==> config.mk <==
export PLATFORM = sky130hd
export DESIGN_NAME = regfile_dump_reader_flat
export DESIGN_NICKNAME = d
export VERILOG_FILES = /design/src/rtl/regfile_dump_reader_if.sv /design/src/rtl/regfile_dump_reader.sv /design/src/flat_wrapper.sv
export SDC_FILE = /design/constraint.sdc
export NUM_CORES = 1
export LEC_CHECK = 0
export CAP_MARGIN = 40
export CORE_MARGIN = 4
export CORE_UTILIZATION = 58
export CTS_CLUSTER_DIAMETER = 200
export DETAILED_ROUTE_END_ITERATION = 10
export GPL_ROUTABILITY_DRIVEN = 1
export MAX_ROUTING_LAYER = met4
export PLACE_DENSITY_LB_ADDON = 0.12
export SLEW_MARGIN = 20
export SYNTH_ARGS = -nofsm -noshare
export SYNTH_HDL_FRONTEND = slang
export SYNTH_SLANG_ARGS = --single-unit
export TNS_END_PERCENT = 10
==> constraint.sdc <==
create_clock -name CLK -period 6.88 [get_ports CLK]
set_input_delay 0.688 -clock CLK [delete_from_list [all_inputs] [get_ports CLK]]
set_output_delay 0.688 -clock CLK [all_outputs]
set_load 0.05 [all_outputs]
==> src/rtl/regfile_dump_reader_if.sv <==
// Output stream bundle of the register-file dump reader.
//   out_valid : word present at the stream head
//   out_ready : downstream accepts the head word this cycle
//   out_data  : register value
//   out_addr  : register index of out_data
//   out_last  : head word is the final register of the dump
// master = the dump reader (producer), slave = the downstream consumer.
interface regfile_dump_reader_if #(
  parameter int AW = 5
);
  logic          out_valid;
  logic          out_ready;
  logic [31:0]   out_data;
  logic [AW-1:0] out_addr;
  logic          out_last;

  modport master (
    output out_valid,
    output out_data,
    output out_addr,
    output out_last,
    input  out_ready
  );

  modport slave (
    input  out_valid,
    input  out_data,
    input  out_addr,
    input  out_last,
    output out_ready
  );
endinterface

==> src/rtl/regfile_dump_reader.sv <==
// Register-file dump reader: sweeps a memory through its synchronous read
// port (1-cycle latency) and streams every word, in ascending address order,
// through a 2-entry output FIFO. The memory write port is snooped so that
// every word leaving the block reflects the register's current contents.
// Ports:
//   CLK, RST            : clock, asynchronous active-high reset
//   start, abort        : begin a dump / flush an active dump
//   busy, done          : dump in progress / one-cycle completion pulse
//   rd_addr, rd_data    : memory read port (address out, data back next cycle)
//   wr_en/addr/data     : snoop of the memory write port
//   out_if (master)     : valid/ready output stream
module regfile_dump_reader #(
  parameter int SIZE = 32,
  parameter int AW   = (SIZE > 1) ? $clog2(SIZE) : 1
) (
  input  logic                  CLK,
  input  logic                  RST,
  input  logic                  start,
  input  logic                  abort,
  output logic                  busy,
  output logic                  done,
  output logic [AW-1:0]         rd_addr,
  input  logic [31:0]           rd_data,
  input  logic                  wr_en,
  input  logic [AW-1:0]         wr_addr,
  input  logic [31:0]           wr_data,
  regfile_dump_reader_if.master out_if
);

  typedef enum logic [1:0] {
    S_IDLE  = 2'd0,
    S_RUN   = 2'd1,
    S_DRAIN = 2'd2
  } state_t;

  localparam logic [AW-1:0] LAST_ADDR = AW'(SIZE - 1);
  localparam logic [AW:0]   LAST_PTR  = (AW + 1)'(SIZE - 1);

  state_t                 state_r, state_nxt_s;
  logic                   busy_r, done_r, done_nxt_s;
  logic [AW-1:0]          rd_addr_r;
  logic [AW:0]            issue_ptr_r;
  logic                   inflight_r;
  logic [AW-1:0]          inflight_addr_r;
  logic                   inflight_fwd_r;
  logic [31:0]            inflight_fwd_data_r;
  logic [1:0]             count_r, count_nxt_s;
  logic [1:0][31:0]       slot_data_r, slot_data_nxt_s, merged_data_s;
  logic [1:0][AW-1:0]     slot_addr_r, slot_addr_nxt_s;
  logic                   pop_s, issue_s, flush_s, head_last_s;
  logic [2:0]             occ_s;
  logic [31:0]            cap_data_s;

  assign flush_s     = abort && (state_r != S_IDLE);
  assign pop_s       = (count_r != 2'd0) && out_if.out_ready;
  assign head_last_s = (count_r != 2'd0) && (slot_addr_r[0] == LAST_ADDR);
  // Occupancy after this cycle's pop; keeping it below 2 means the word
  // returning next cycle always has a free FIFO slot.
  assign occ_s       = {1'b0, count_r} + {2'b00, inflight_r} - {2'b00, pop_s};
  assign issue_s     = (state_r == S_RUN) && !abort && (occ_s < 3'd2);

  // Next-state and done-pulse decode.
  always_comb begin
    state_nxt_s = state_r;
    done_nxt_s  = 1'b0;
    case (state_r)
      S_IDLE: begin
        if (start && !abort) state_nxt_s = S_RUN;
        else                 state_nxt_s = S_IDLE;
      end
      S_RUN: begin
        if (abort)                                   state_nxt_s = S_IDLE;
        else if (issue_s && issue_ptr_r == LAST_PTR) state_nxt_s = S_DRAIN;
        else                                         state_nxt_s = S_RUN;
      end
      S_DRAIN: begin
        if (abort) begin
          state_nxt_s = S_IDLE;
        end else if (pop_s && head_last_s) begin
          state_nxt_s = S_IDLE;
          done_nxt_s  = 1'b1;
        end else begin
          state_nxt_s = S_DRAIN;
        end
      end
      default: state_nxt_s = S_IDLE;
    endcase
  end

  // FIFO next contents: snoop merge, then pop (shift), then push of the return.
  always_comb begin
    // A write during the return cycle beats one captured at the issue edge,
    // which in turn beats the (possibly stale) memory output.
    if (wr_en && (wr_addr == inflight_addr_r)) cap_data_s = wr_data;
    else if (inflight_fwd_r)                    cap_data_s = inflight_fwd_data_r;
    else                                        cap_data_s = rd_data;

    for (int i = 0; i < 2; i++) begin
      if (wr_en && (count_r > 2'(i)) && (wr_addr == slot_addr_r[i]))
        merged_data_s[i] = wr_data;
      else
        merged_data_s[i] = slot_data_r[i];
    end

    slot_data_nxt_s = merged_data_s;
    slot_addr_nxt_s = slot_addr_r;
    count_nxt_s     = count_r;

    if (pop_s) begin
      slot_data_nxt_s[0] = merged_data_s[1];
      slot_addr_nxt_s[0] = slot_addr_r[1];
      count_nxt_s        = count_r - 2'd1;
    end else begin
      count_nxt_s        = count_r;
    end

    if (inflight_r) begin
      if (count_nxt_s == 2'd0) begin
        slot_data_nxt_s[0] = cap_data_s;
        slot_addr_nxt_s[0] = inflight_addr_r;
      end else begin
        slot_data_nxt_s[1] = cap_data_s;
        slot_addr_nxt_s[1] = inflight_addr_r;
      end
      count_nxt_s = count_nxt_s + 2'd1;
    end else begin
      count_nxt_s = count_nxt_s;
    end

    if (flush_s) count_nxt_s = 2'd0;
    else         count_nxt_s = count_nxt_s;
  end

  // Control state register plus registered busy/done outputs.
  always_ff @(posedge CLK or posedge RST) begin
    if (RST) begin
      state_r <= S_IDLE;
      busy_r  <= 1'b0;
      done_r  <= 1'b0;
    end else begin
      state_r <= state_nxt_s;
      busy_r  <= (state_nxt_s != S_IDLE);
      done_r  <= done_nxt_s;
    end
  end

  // Read issue pointer, in-flight tracking and FIFO storage.
  always_ff @(posedge CLK or posedge RST) begin
    if (RST) begin
      rd_addr_r           <= '0;
      issue_ptr_r         <= '0;
      inflight_r          <= 1'b0;
      inflight_addr_r     <= '0;
      inflight_fwd_r      <= 1'b0;
      inflight_fwd_data_r <= 32'd0;
      count_r             <= 2'd0;
      slot_data_r         <= '0;
      slot_addr_r         <= '0;
    end else begin
      count_r             <= count_nxt_s;
      slot_data_r         <= slot_data_nxt_s;
      slot_addr_r         <= slot_addr_nxt_s;
      // issue_s is never set while flushing, so discarding in-flight reads
      // on abort falls out of this assignment.
      inflight_r          <= issue_s;
      inflight_addr_r     <= rd_addr_r;
      // A write committed at the same edge the memory samples rd_addr may
      // not be visible in rd_data, so remember it for the return cycle.
      inflight_fwd_r      <= wr_en && (wr_addr == rd_addr_r);
      inflight_fwd_data_r <= wr_data;
      if (state_r == S_IDLE && start && !abort) begin
        issue_ptr_r <= '0;
        rd_addr_r   <= '0;
      end else if (issue_s) begin
        issue_ptr_r <= issue_ptr_r + (AW + 1)'(1);
        // Hold the last address once the sweep is complete.
        if (issue_ptr_r != LAST_PTR) rd_addr_r <= rd_addr_r + AW'(1);
        else                         rd_addr_r <= rd_addr_r;
      end else begin
        issue_ptr_r <= issue_ptr_r;
        rd_addr_r   <= rd_addr_r;
      end
    end
  end

  assign busy             = busy_r;
  assign done             = done_r;
  assign rd_addr          = rd_addr_r;
  assign out_if.out_valid = (count_r != 2'd0);
  assign out_if.out_data  = slot_data_r[0];
  assign out_if.out_addr  = slot_addr_r[0];
  assign out_if.out_last  = head_last_s;

endmodule

==> src/flat_wrapper.sv <==
// flat-port wrapper written by rule: the top's interface ports become plain ports
module regfile_dump_reader_flat 
#(
  parameter int SIZE = 32,
  parameter int AW   = (SIZE > 1) ? $clog2(SIZE) : 1
)
  (CLK, RST, start, abort, busy, done, rd_addr, rd_data, wr_en, wr_addr, wr_data, out_if_out_valid, out_if_out_data, out_if_out_addr, out_if_out_last, out_if_out_ready);
  regfile_dump_reader_if #(.AW(AW)) out_if_i ();
  input  logic CLK;
  input  logic RST;
  input  logic start;
  input  logic abort;
  output logic busy;
  output logic done;
  output logic [AW-1:0] rd_addr;
  input  logic [31:0] rd_data;
  input  logic wr_en;
  input  logic [AW-1:0] wr_addr;
  input  logic [31:0] wr_data;
  output wire logic [$bits(out_if_i.out_valid)-1:0] out_if_out_valid;
  output wire logic [$bits(out_if_i.out_data)-1:0] out_if_out_data;
  output wire logic [$bits(out_if_i.out_addr)-1:0] out_if_out_addr;
  output wire logic [$bits(out_if_i.out_last)-1:0] out_if_out_last;
  input wire logic [$bits(out_if_i.out_ready)-1:0] out_if_out_ready;
  assign out_if_out_valid = out_if_i.out_valid;
  assign out_if_out_data = out_if_i.out_data;
  assign out_if_out_addr = out_if_i.out_addr;
  assign out_if_out_last = out_if_i.out_last;
  assign out_if_i.out_ready = out_if_out_ready;
  regfile_dump_reader #(.SIZE(SIZE), .AW(AW)) u_core (.CLK(CLK), .RST(RST), .start(start), .abort(abort), .busy(busy), .done(done), .rd_addr(rd_addr), .rd_data(rd_data), .wr_en(wr_en), .wr_addr(wr_addr), .wr_data(wr_data), .out_if(out_if_i));
endmodule
==> Word level (Yosys, flattened, before mapping) <==
Index checks and enable logic that the tools add are counted.
{ "classes": {"add_sub_neg": 6, "magnitude_cmp": 3, "n_eq_ne": 9, "n_mux": 28, "bitwise_logic": 1, "reduce_logical": 26} }
{ "ops": {"columns": ["operator", "n"], "rows": [
  ["$mux 32", 7],
  ["$mux 64", 1],
  ["$mux 5", 6],
  ["$eq 5x5->1", 4],
  ["$logic_and 1x1->1", 16],
  ["$mux 2", 7],
  ["$mux 6", 2],
  ["$reduce_bool 2->1", 5],
  ["$add 6x1->6 const B", 1],
  ["$eq 6x5->1 const B", 1],
  ["$ne 6x5->1 const B", 1],
  ["$pmux 2 s3", 1],
  ["$add 5x1->5 const B", 1],
  ["$eq 5x5->1 const B", 1],
  ["$gt 2x1->1 const B", 2],
  ["$logic_not 2->1", 2],
  ["$mux 1", 4],
  ["$reduce_and 2->1", 2],
  ["$add 2x1->3", 1],
  ["$lt 3x2->1 const B", 1],
  ["$sub 3x1->3", 1],
  ["$add 2x1->2 const B", 1],
  ["$eq 2x1->1 const B", 1],
  ["$eq 2x2->1 const B", 1],
  ["3 further kinds", 3]
]} }
{ "totals": {"ff_bits": 130, "in_bits": 75, "output_inout_bits": 46} }

==> Depth between registers and ports, before layout <==
Gate-level depths: netlist of run 1.
{ "depth": {"word_depth": 10, "ltp_mapped": 13, "depth_no_buf": 12} }

==> Worst setup path after synthesis of run 1 <==
No wires, ideal clock.
{ "synth_path": {"kind": "register to register", "startpoint": "reg u_core.count_r[1]", "endpoint": "reg u_core.rd_addr_r[4], in the netlist u_core.rd_addr[4]", "setup_ps": 77, "arrival_time_ps": 3043, "t_required_ps": 6803, "path_slack_ps": 3759, "path_stages_with_launch": 14, "synth_period_minus_slack_ps": 3121, "path_cell_list": "dfrtp_1 inv_1 ha_1 nand2b_1 clkbuf_1 clkbuf_1 nor2_1 fa_1 xnor2_1 nand3_2 inv_2 nand3_1 or3_1 a21oi_1"} }
{ "synth_via": {"elab_chain_cells": 7, "word_cells_on_any_way": 8} }
{ "synth_rtl": {"columns": ["item", "line_no", "text"], "rows": [
  ["start: declaration", "regfile_dump_reader.sv:47", "logic [1:0] count_r, count_nxt_s;"],
  ["start signal: assignment", "regfile_dump_reader.sv:160", "count_r <= count_nxt_s;"],
  ["parallel branches: the longest is 2 deep, another holds $add 2x1->3", null, null],
  ["$sub 3x1->3 *", "regfile_dump_reader.sv:59", "assign occ_s = {1'b0, count_r} + {2'b00, inflight_r} - {2'b00, pop_s};"],
  ["$lt 3x2->1 *", "regfile_dump_reader.sv:60", "assign issue_s = (state_r == S_RUN) && !abort && (occ_s < 3'd2);"],
  ["$logic_and 1x1->1 *", "regfile_dump_reader.sv:60", null],
  ["named net u_core.issue_s", "regfile_dump_reader.sv:50", "logic pop_s, issue_s, flush_s, head_last_s;"],
  ["$reduce_bool 2->1 (no source line) *", null, null],
  ["$reduce_and 2->1 (no source line) *", null, null],
  ["end signal: assignment", "regfile_dump_reader.sv:177", "if (issue_ptr_r != LAST_PTR) rd_addr_r <= rd_addr_r + AW'(1);"],
  ["end signal: assignment", "regfile_dump_reader.sv:178", "else rd_addr_r <= rd_addr_r;"],
  ["end signal: assignment", "regfile_dump_reader.sv:181", "rd_addr_r <= rd_addr_r;"],
  ["end: declaration", "regfile_dump_reader.sv:41", "logic [AW-1:0] rd_addr_r;"]
]} }
Mark *: on every way through the listed nets, which the timed path passes.
A chain may end at the register's enable or synchronous reset.

==> reports/qor.tcl, run 1 <==
set qor(outcome) {finished, final reports clean}
set qor(syn_avg_cell_area_sq_um) 9.80
set qor(grt_pass1_wl_mm) 31.9
set qor(die_x_extent_um) 118
set qor(final_weighted_congestion_in_routability_driven_placement) 0.860
set qor(yosysTopAreaCell) {dfrtp_1}
set qor(detail-route-antenna-nets) 0
set qor(worst_ep_arrival_time_ns) 3.94
set qor(cap_viol_max_count) 0
set qor(post_route_cells_drive_above_1_share) 0.0821
set qor(track_usage) 0.290
set qor(critPathCaptureType) {flip-flop}
set qor(rows) 40
set qor(worst_setup_hold_path_clk_slew_ns) 0.06
set qor(detailed_place_hpwl_mm) 12.0
set qor(crit_fanout) 32
set qor(die-height_um) 118
set qor(max_freq_mhz) 274
set qor(initial_core_utilization) 0.590
set qor(post_cts_resized) 0
set qor(worst-r2r-cell-count) 10
set qor(insertedDiodeCount) 0
set qor(timing.max_slew.rel_slack) 0.462
set qor(worst_ep_required_time_ns) 7.17
set qor(synth_top_cell_area_share) 0.461
set qor(syn_to_final_growth_pct) 23.0
set qor(worst_r2r_startpoint) {u_core.count_r[1]}
set qor(unrepaired_setup_endpoints_after_global_routing) {false}
set qor(vdd.ir_drop.worst_v) 0.000246
set qor(post_cts_hold_fix_bufs) 0
set qor(tritoncts_clock_tree) {built}
set qor(whs_path_depth) 0
set qor(first_global_vias) 6388
set qor(number_of_i_o_port_buffers) 120
set qor(pwr_density_cell_nw_per_um2) 371
set qor(synth_area_leaders) {dfrtp_1 46%, mux2_1 4.8%, nand2_1 4.7%}
set qor(fin_setup_tns_ns) 0
set qor(viasPerCell) 6.55
set qor(synthesis.nets) 801
set qor(io_pins) 121
set qor(drt-initial-drc-count) 808
set qor(final_net_count) 861
set qor(cellLeakagePower_nw) 3.39
set qor(crit_type) {reg -> reg}
set qor(min_to) {u_core.inflight_addr_r[4]}
set qor(core_area_sq_um) 12000
set qor(number_of_synthesized_register_bits) 130
set qor(timing.reg2reg.setup_slack_ns) 3.23
set qor(seq_area_frac_synth) 0.461
set qor(die_area_sq_um) 14000
set qor(htree_levels) 4
set qor(drc_errors) 0
set qor(fillers) 876
set qor(synth.lib_cells_used.distinct) 45
set qor(final-setup-viol-count) 0
set qor(final_period_util) 0.530
set qor(hold_path.class) {reg -> reg}
set qor(final_hold_viol_count) 0
set qor(drv_slew) 0
set qor(avgRoutedWirePerCell_um) 20.6
set qor(synth.yosys.warnings) 0
set qor(clock-skew-final_ns) 0.00533
set qor(cts_sinks) 130
set qor(holdCritStartpoint) {u_core.rd_addr[4]}
set qor(post-layout-total-power_mw) 3.22
set qor(synthesis.area_sq_um) 7060
set qor(worstReg2RegEnd) {u_core.slot_data_r[41]}
set qor(vias) 6148
set qor(clk_root_buffer_cell) {clkbuf_16}
set qor(cts-buffers-inserted) 17
set qor(timing.final.crit_period_ns) 3.65
set qor(synth_cells) 720
set qor(setup.worst_path.start_class) {flip-flop}
set qor(clock_path_buffers) 2
set qor(drt_wl_total_mm) 19.4
set qor(worst_pin_slew_ns) 0.806
set qor(post_cts_buffers) 0
set qor(antenna_found_initial) 0
set qor(clock_insertion_delay_worst_skew_ns) 0.42
set qor(maximum_number_of_pins_on_one_net_before_global_route_repair) 71
set qor(drt_first_pass_iters) 6
set qor(global_route.overflow_total) 0
set qor(finish.utilization) 0.726
==> worst max-delay path by stage <==
stage	startpoint	to	slack, ns	cells past startpoint
CTS	u_core.count_r[1]	u_core.slot_data_r[41]	3.26	10
global route	u_core.count_r[1]	u_core.slot_data_r[59]	2.98	10
global placement	out_if_out_ready	u_core.slot_data_r[36]	2.88	8
finish	u_core.count_r[1]	u_core.slot_data_r[41]	3.23	10
detailed placement	out_if_out_ready	u_core.slot_data_r[46]	3.03	9
floorplan	RST	u_core.busy	2.72	1
==> sequential cells by signal, indices dropped and copies added, names as in the netlist <==
signal	cells
u_core.inflight_addr_r	5
u_core.issue_ptr_r	6
u_core.rd_addr	5
u_core.state_r	2
u_core.inflight_fwd_r	1
u_core.out_if.out_addr	5
u_core.count_r	2
u_core.slot_addr_r	5
u_core.inflight_r	1
u_core.inflight_fwd_data_r	32
u_core.slot_data_r	32
u_core.out_if.out_data	32
u_core.done	1
u_core.busy	1
==> report_power, final <==
group          leakage [nW]  switching [mW]  internal (mW)
clock                 0.280           0.323          0.540
combinational          1.46           0.746          0.497
sequential             1.66           0.153          0.965
total                  3.39            1.22           2.00
==> stage by stage <==
| step | cell area [sq um] | instances | setup slack [ns] | hold WS (ns) |
|---|---|---|---|---|
| 2_1_floorplan | 7060 | 720 | 2.72 | 0.478 |
| 3_3_place_gp | 7990 | 902 | 2.88 | 0.470 |
| 3_5_place_dp | 8110 | 907 | 3.03 | 0.487 |
| 4_1_cts | 8660 | 938 | 3.26 | 0.504 |
| 5_1_grt | 8680 | 939 | 2.98 | 0.521 |
| 6_report | 8680 | 939 | 3.23 | 0.489 |
==> cells in the final DEF (no fill, tap or decap), types with 2 or more instances in the layout <==
cell             count
inv_1                3
o21ai_0             63
clkdlybuf4s50_1    120
a31oi_1              5
buf_12               2
dfrtp_1            129
nand4_1              4
a21oi_1             37
mux2_2               8
mux2i_1             32
or3_1                4
and3_1               2
nand3_1             35
clkbuf_16           17
a221o_1             32
clkbuf_1             4
xor2_1               8
nor2_1              49
clkinv_2             4
mux2_1              30
nor2b_1              2
nor3_1               5
clkbuf_8             5
buf_16               3
ha_1                 5
a32oi_1             32
xnor2_1             23
nor4_4               2
buf_4               10
o21ai_1              4
o21a_1               2
nand2_1             88
==> synth_stat cells, drive strengths merged <==
master    n
inv       5
nor2     50
nor4      3
nor2b     3
o21a      2
nor3      5
mux2i    32
or2       1
ha        5
and3      2
nand4     5
or3       4
fa        1
nand3    36
nand2    88
o22ai     1
clkbuf   34
a221o    32
buf      61
nand2b    2
xor2      8
and2b     1
a32oi    32
nor3b     2
a31oi     5
nor4b     1
o21ai    68
dfrtp   130
mux2     39
and2      2
xnor2    23
a21oi    37
==> final cells by class <==
cell class                 count  area (sq um)  share of cell area
sequential                   130          3250               0.375
multi-input combinational    490          3250               0.374
clock buffer                  26           509              0.0586
clock inverter                 5          50.0             0.00576
timing repair buffer         136          1410               0.163
inverter                       5          21.3             0.00245
tap                          147           184              0.0212
==> cells by family (layout without fill, tap and decap cells) <==
kind of cell             Yosys count  count (layout)  synth area share
adder cells (fa/ha/maj)            6               6            0.0117
buffers and inverters            100             172            0.0815
AND/OR/NAND/NOR                  205             205             0.132
XOR/XNOR                          31              31            0.0385
flip-flops                       130             130             0.461
AO/OA/AOI/OAI                    177             177             0.168
multiplexers                      71              71             0.108
==> critical path, stage by stage (launching register included) <==
cell and delay, ns:
dfrtp_1 0.47, inv_1 0.10, ha_1 0.30, nand2b_2 0.41
buf_12 0.27, nor2_1 0.10, a21oi_1 0.06, ha_1 0.22
nor2b_1 0.64, mux2_4 0.52, a221o_1 0.42
==> layer usage <==
layer,track usage,part of all wire,up-vias
met4,0.130,0.026,0
met3,0.0598,0.082,69
li1,-,-,2672
met1,0.367,0.41,3045
met5,-,0,-
met2,0.453,0.48,362
(Power assumes the default switching activity.)
==> run 2: changes to the inputs <==
--- a/config.mk
+++ b/config.mk
@@ -7,7 +7,7 @@
 export LEC_CHECK = 0
 export CAP_MARGIN = 40
 export CORE_MARGIN = 4
-export CORE_UTILIZATION = 58
+export CORE_UTILIZATION = 54
 export CTS_CLUSTER_DIAMETER = 200
 export DETAILED_ROUTE_END_ITERATION = 10
 export GPL_ROUTABILITY_DRIVEN = 1
==> constraint.sdc (replaced) <==
create_clock -name CLK -period 3.8 [get_ports CLK]
set_input_delay 0.38 -clock CLK [delete_from_list [all_inputs] [get_ports CLK]]
set_output_delay 0.38 -clock CLK [all_outputs]
set_load 0.05 [all_outputs]
==> run 2 against run 1 <==
Flip-flop and latch count is the same. Final area decreased by 0.32%. Combinational power is 82% higher. Core utilization fell by 4.6 points. Via count fell by 1.3%. Highest routed layer unchanged.
==> reports/qor.tcl, run 2 (same netlist as run 1, synthesis figures left out) <==
set qor(worst_setup_path_startpoint) {u_core.count_r[1]} ;# unchanged
set qor(cap_viol_max_count) 0 ;# unchanged
set qor(post_cts_buffers) 0 ;# unchanged
set qor(antenna_found_initial) 0 ;# unchanged
set qor(fin_setup_tns_ns) 0 ;# unchanged
set qor(number_of_i_o_port_buffers) 120 ;# unchanged
set qor(viasPerCell) 6.29 ;# was 6.55
set qor(critPathCaptureType) {flip-flop} ;# unchanged
set qor(worstReg2RegEnd) {u_core.rd_addr[4]} ;# was u_core.slot_data_r[41]
set qor(final_period_util) 0.891 ;# was 0.530
set qor(die_area_sq_um) 15000 ;# was 14000 sq um
set qor(first_global_vias) 6276 ;# was 6388
set qor(syn_to_final_growth_pct) 22.7 ;# was 23.0%
set qor(worst-r2r-cell-count) 12 ;# was 10
set qor(grt_busiest_layer) {met2} ;# unchanged
set qor(post_cts_resized) 0 ;# unchanged
set qor(final_weighted_congestion_in_routability_driven_placement) 0.906 ;# was 0.860
set qor(vias) 6069 ;# was 6148
set qor(global_route.overflow_total) 0 ;# unchanged
set qor(htree_levels) 4 ;# unchanged
set qor(worst_r2r_startpoint) {u_core.count_r[1]} ;# unchanged
set qor(timing.reg2reg.setup_slack_ns) 0.42 ;# was 3.23 ns
set qor(final_hold_viol_count) 0 ;# unchanged
set qor(drc_errors) 0 ;# unchanged
set qor(final-setup-viol-count) 0 ;# unchanged
set qor(worst_ep_required_time_ns) 4.13 ;# was 7.17 ns
set qor(tritoncts_clock_tree) {built} ;# unchanged
set qor(pwr_density_cell_nw_per_um2) 660 ;# was 371 nW/um^2
set qor(unrepaired_setup_endpoints_after_global_routing) {false} ;# unchanged
set qor(vdd.ir_drop.worst_v) 0.000372 ;# was 0.000246 V
set qor(initial_core_utilization) 0.555 ;# was 0.590
set qor(insertedDiodeCount) 0 ;# unchanged
set qor(die_x_extent_um) 122 ;# was 118 um
set qor(final_net_count) 862 ;# was 861
set qor(drt-initial-drc-count) 703 ;# was 808
set qor(maximum_number_of_pins_on_one_net_before_global_route_repair) 75 ;# was 71
set qor(detail-route-antenna-nets) 0 ;# unchanged
set qor(groute.layer.met3.usage) 0.0539 ;# was 0.0598
set qor(cts-buffers-inserted) 17 ;# unchanged
set qor(io_pins) 121 ;# unchanged
set qor(crit_fanout) 15 ;# was 32
set qor(worst_setup_hold_path_clk_slew_ns) 0.06 ;# about the same
set qor(grt.met2_usage) 0.436 ;# was 0.453
set qor(worst_ep_arrival_time_ns) 3.72 ;# was 3.94 ns
set qor(post_route_cells_drive_above_1_share) 0.0832 ;# was 0.0821
set qor(grt_pass1_wl_mm) 31.6 ;# was 31.9 mm
set qor(clk_root_buffer_cell) {clkbuf_16} ;# unchanged
set qor(crit_type) {reg -> reg} ;# unchanged
set qor(detailedPlace.worstSlack_ns) 0.392 ;# was 3.03 ns
set qor(avgRoutedWirePerCell_um) 20.1 ;# was 20.6 um
set qor(track_usage) 0.276 ;# was 0.290
set qor(dpl-instance-area_sq_um) 8120 ;# was 8110 sq um
set qor(worst_pin_slew_ns) 0.802 ;# was 0.806 ns
set qor(die-height_um) 122 ;# was 118 um
set qor(max_freq_mhz) 295 ;# was 274 MHz
set qor(worst_slack_ns) 0.415 ;# was 3.23 ns
set qor(outcome) {finished, final reports clean} ;# unchanged
set qor(clock_insertion_delay_worst_skew_ns) 0.42 ;# about the same
set qor(clock_path_buffers) 2 ;# unchanged
set qor(detailed_place_hpwl_mm) 12.4 ;# was 12.0 mm
set qor(drt_wl_total_mm) 19.4 ;# about the same
set qor(post_layout_instance_area_sq_um) 8660 ;# was 8680 sq um
set qor(post_cts_hold_fix_bufs) 0 ;# unchanged
set qor(rows) 41 ;# was 40
set qor(drv_slew) 0 ;# unchanged
set qor(clock-skew-final_ns) 0.00830 ;# was 0.00533 ns
set qor(worstSetupEndpoint) {u_core.rd_addr[4]} ;# was u_core.slot_data_r[41]
set qor(setup.worst_path.start_class) {flip-flop} ;# unchanged
set qor(timing.max_slew.rel_slack) 0.465 ;# was 0.462
set qor(post-layout-total-power_mw) 5.71 ;# was 3.22 mW
set qor(global_route.usage.met1) 0.353 ;# was 0.367
set qor(cellLeakagePower_nw) 3.37 ;# was 3.39 nW
set qor(cts_sinks) 130 ;# unchanged
set qor(layout_commonest_cell) {dfrtp_1} ;# unchanged
set qor(most_used_cells_in_the_layout_excluding_fill_and_tap_cells) {129 x dfrtp_1, 120 x clkdlybuf4s50_1, 88 x nand2_1, 63 x o21ai_0, 49 x nor2_1} ;# unchanged
set qor(drt_first_pass_iters) 6 ;# unchanged
set qor(timing.final.crit_period_ns) 3.38 ;# was 3.65 ns
set qor(core_area_sq_um) 12700 ;# was 12000 sq um
set qor(hold_path.class) {in -> async} ;# was reg -> reg
[run 2: final cells by class]
type | instances | area, sq um
fill | 1003 | 4070
multi-input combinational | 490 | 3260
sequential | 130 | 3250
timing repair buffer | 137 | 1390
clock buffer | 24 | 472
tap | 172 | 215
clock inverter | 7 | 35.0
inverter | 5 | 22.5
[run 2: worst min path at each step]
| stage | cells past startpoint | end | slack, ns | from |
|---|---|---|---|---|
| detailed placement | 0 | u_core.inflight_addr_r[4] | 0.47 | u_core.rd_addr[4] |
| finish | 2 | u_core.out_if.out_data[1] | 0.39 | RST |
| floorplan | 0 | u_core.inflight_fwd_data_r[0] | 0.41 | wr_data[0] |
| global route | 2 | u_core.out_if.out_data[1] | 0.44 | RST |
| CTS | 2 | u_core.out_if.out_data[1] | 0.40 | RST |
| global placement | 0 | u_core.inflight_addr_r[4] | 0.47 | u_core.rd_addr[4] |
[run 2: layer usage]
metal	up-vias	routed length, um
li1	2666	-
met1	3030	8180
met2	338	9340
met3	35	1550
met4	0	344
met5	-	0
[run 2: metrics by stage]
step,std cells,hold WS [ns],util
2_1_floorplan,720,0.411,-
3_3_place_gp,931,0.469,0.635
3_5_place_dp,933,0.473,0.638
4_1_cts,964,0.402,0.678
5_1_grt,965,0.444,0.680
6_report,965,0.392,0.680
[run 2: power breakdown]
| group | total, mW | switching (mW) | internal (mW) |
|---|---|---|---|
| Sequential | 2.03 | 0.281 | 1.75 |
| Combinational | 2.26 | 1.35 | 0.904 |
| Clock | 1.43 | 0.572 | 0.855 |
| Total | 5.71 | 2.21 | 3.51 |
[run 2: critical path, stage by stage (launching register included)]
cell      delay, ns
dfrtp_1        0.47
inv_1          0.10
ha_1           0.29
nand2b_2       0.39
xnor2_1        0.32
nand2_1        0.13
fa_1           0.40
xnor2_1        0.18
nand3_2        0.20
inv_2          0.16
nand3_1        0.14
or3_1          0.37
a21oi_1        0.15
==> run 3: changes to the inputs <==
==> constraint.sdc (replaced) <==
create_clock -name CLK -period 3.6 [get_ports CLK]
set_input_delay 0.36 -clock CLK [delete_from_list [all_inputs] [get_ports CLK]]
set_output_delay 0.36 -clock CLK [all_outputs]
set_load 0.05 [all_outputs]
==> run 3 against run 2 <==
Global-route usage shrank 0.24 points. Power increased by 9.6%. Via count is 1.3% lower. Die area unchanged. Final area increased by 1.0%. Sequential share of layout area decreased by 0.37 points. Final cell count decreased by 0.10%. First-iteration DRC count shrank 3.8%. Non-clock buffer count fell by 1. Routed wire length is 1.0% lower. Fmax increased by 7.5%. Critical path type unchanged.
==> reports/qor.tcl, run 3 (same netlist as run 1, synthesis figures left out) <==
set qor(outcome) {finished, final reports clean} ;# unchanged
set qor(timing.final.crit_period_ns) 3.15 ;# was 3.38 ns
set qor(stdcell_count) 964 ;# was 965
set qor(vias) 5989 ;# was 6069
set qor(syn_to_final_growth_pct) 23.9 ;# was 22.7%
set qor(first_global_vias) 6191 ;# was 6276
set qor(most_used_cells_in_the_layout_excluding_fill_and_tap_cells) {129 x dfrtp_1, 120 x clkdlybuf4s50_1, 88 x nand2_1, 63 x o21ai_0, 49 x nor2_1} ;# unchanged
set qor(post_cts_buffers) 0 ;# unchanged
set qor(setup.worst_path.start_class) {flip-flop} ;# unchanged
set qor(post_layout_instance_area_sq_um) 8740 ;# was 8660 sq um
set qor(post-layout-total-power_mw) 6.26 ;# was 5.71 mW
set qor(clock_insertion_delay_worst_skew_ns) 0.42 ;# about the same
set qor(clock_path_buffers) 2 ;# unchanged
set qor(worst-r2r-cell-count) 12 ;# unchanged
set qor(worst_ep_required_time_ns) 3.93 ;# was 4.13 ns
set qor(critPathCaptureType) {flip-flop} ;# unchanged
set qor(max_freq_mhz) 317 ;# was 295 MHz
set qor(post_cts_hold_fix_bufs) 0 ;# unchanged
set qor(worst_r2r_startpoint) {u_core.count_r[1]} ;# unchanged
set qor(drv_slew) 0 ;# unchanged
set qor(core_area_sq_um) 12700 ;# unchanged
set qor(placed_cells) 933 ;# unchanged
set qor(viasPerCell) 6.21 ;# was 6.29
set qor(vdd.ir_drop.worst_v) 0.000324 ;# was 0.000372 V
set qor(final-setup-viol-count) 0 ;# unchanged
set qor(initial_core_utilization) 0.555 ;# unchanged
set qor(worst_setup_hold_path_clk_slew_ns) 0.05 ;# was 0.06 ns
set qor(track_usage) 0.273 ;# was 0.276
set qor(maximum_number_of_pins_on_one_net_before_global_route_repair) 131 ;# was 75
set qor(crit_type) {reg -> reg} ;# unchanged
set qor(layout_commonest_cell) {dfrtp_1} ;# unchanged
set qor(fillers) 1006 ;# was 1003
set qor(cellLeakagePower_nw) 3.40 ;# was 3.37 nW
set qor(worst_pin_slew_ns) 0.868 ;# was 0.802 ns
set qor(worstReg2RegEnd) {u_core.rd_addr[4]} ;# unchanged
set qor(rows) 41 ;# unchanged
set qor(worst_ep_arrival_time_ns) 3.48 ;# was 3.72 ns
set qor(holdCritStartpoint) {u_core.rd_addr[4]}
set qor(timing.max_slew.rel_slack) 0.420 ;# was 0.465
set qor(avgRoutedWirePerCell_um) 19.9 ;# was 20.1 um
set qor(crit_fanout) 10 ;# was 15
set qor(post_cts_resized) 0 ;# unchanged
set qor(post_route_cells_drive_above_1_share) 0.0821 ;# was 0.0832
set qor(die-height_um) 122 ;# unchanged
set qor(global_route.overflow_total) 0 ;# unchanged
set qor(min_to) {u_core.inflight_addr_r[4]}
set qor(drt_first_pass_iters) 6 ;# unchanged
set qor(cap_viol_max_count) 0 ;# unchanged
set qor(drt-initial-drc-count) 676 ;# was 703
set qor(final_hold_viol_count) 0 ;# unchanged
set qor(whs_path_depth) 0
set qor(dpl-instance-area_sq_um) 8140 ;# was 8120 sq um
set qor(number_of_i_o_port_buffers) 120 ;# unchanged
set qor(detail-route-antenna-nets) 0 ;# unchanged
set qor(htree_levels) 4 ;# unchanged
set qor(cts_sinks) 130 ;# unchanged
set qor(antenna_found_initial) 0 ;# unchanged
set qor(drt_wl_total_mm) 19.2 ;# was 19.4 mm
set qor(die_x_extent_um) 122 ;# unchanged
set qor(cts-buffers-inserted) 17 ;# unchanged
set qor(final_net_count) 861 ;# was 862
set qor(pwr_density_cell_nw_per_um2) 716 ;# was 660 nW/um^2
set qor(grt_pass1_wl_mm) 31.2 ;# was 31.6 mm
set qor(hold_path.class) {reg -> reg} ;# was in -> async
set qor(timing.reg2reg.setup_slack_ns) 0.45 ;# was 0.42 ns
set qor(die_area_sq_um) 15000 ;# unchanged
set qor(io_pins) 121 ;# unchanged
set qor(insertedDiodeCount) 0 ;# unchanged
set qor(detailed_place_hpwl_mm) 12.0 ;# was 12.4 mm
set qor(final_weighted_congestion_in_routability_driven_placement) 0.919 ;# was 0.906
set qor(unrepaired_setup_endpoints_after_global_routing) {false} ;# unchanged
set qor(tritoncts_clock_tree) {built} ;# unchanged
set qor(clock-skew-final_ns) 0.00495 ;# was 0.00830 ns
set qor(final_period_util) 0.875 ;# was 0.891
set qor(drc_errors) 0 ;# unchanged
set qor(fin_setup_tns_ns) 0 ;# unchanged
set qor(clk_root_buffer_cell) {clkbuf_16} ;# unchanged
-- run 3: changes by cell type in the layout (fill, tap and decap cells not counted) --
cell,change
buf_16,-1
clkinv_2,-6
buf_12,+1
clkbuf_8,+3
bufinv_16,+3
buf_4,-1
-- run 3: final cells by class --
class / count / area, sq um / area share
repair buffers: 136 / 1380 / 0.158
clock inverters: 4 / 95.1 / 0.0109
well taps: 172 / 215 / 0.0246
inverters: 5 / 22.5 / 0.00258
clock buffers: 27 / 513 / 0.0587
flip-flops and latches: 130 / 3250 / 0.372
multi-input cells: 490 / 3260 / 0.373
-- run 3: worst max-delay path: stages, from the launching register on --
cell and delay, ns:
dfrtp_1 0.46, inv_1 0.09, ha_1 0.29, nand2b_2 0.26, xnor2_1 0.24, nand2_1 0.10, fa_1 0.38, xnor2_1 0.19
nand3_2 0.21, inv_2 0.18, nand3_1 0.14, or3_1 0.37, a21oi_1 0.15
-- run 3: worst max-delay path by stage --
stage                       from           endpoint  slack (ns)
2_1_floorplan  u_core.count_r[1]  u_core.rd_addr[4]        0.48
3_3_place_gp   u_core.count_r[1]  u_core.rd_addr[4]        0.61
3_5_place_dp   u_core.count_r[1]  u_core.rd_addr[4]        0.49
4_1_cts        u_core.count_r[1]  u_core.rd_addr[4]        0.44
5_1_grt        u_core.count_r[1]  u_core.rd_addr[4]        0.17
6_report       u_core.count_r[1]  u_core.rd_addr[4]        0.45
-- run 3: stage by stage --
step,setup slack [ns],hold WS [ns],utilization
finish,0.450,0.479,0.687
detailed placement,0.490,0.472,0.639
global placement,0.612,0.461,0.637
CTS,0.438,0.482,0.687
floorplan,0.479,0.391,-
global route,0.173,0.495,0.687
-- run 3: where the power goes --
group | switching (mW) | internal [mW] | total [mW]
Combinational | 1.42 | 0.941 | 2.36
Clock | 0.601 | 1.18 | 1.78
Sequential | 0.283 | 1.84 | 2.13
Total | 2.30 | 3.96 | 6.26
-- run 3: layer usage --
layer | share of wire | track usage | vias up | wire length, um
li1 | - | - | 2674 | -
met1 | 0.41 | 0.348 | 2982 | 7940
met4 | 0.020 | 0.105 | 0 | 389
met5 | 0 | - | - | 0
met3 | 0.072 | 0.0558 | 36 | 1390
met2 | 0.49 | 0.433 | 297 | 9500
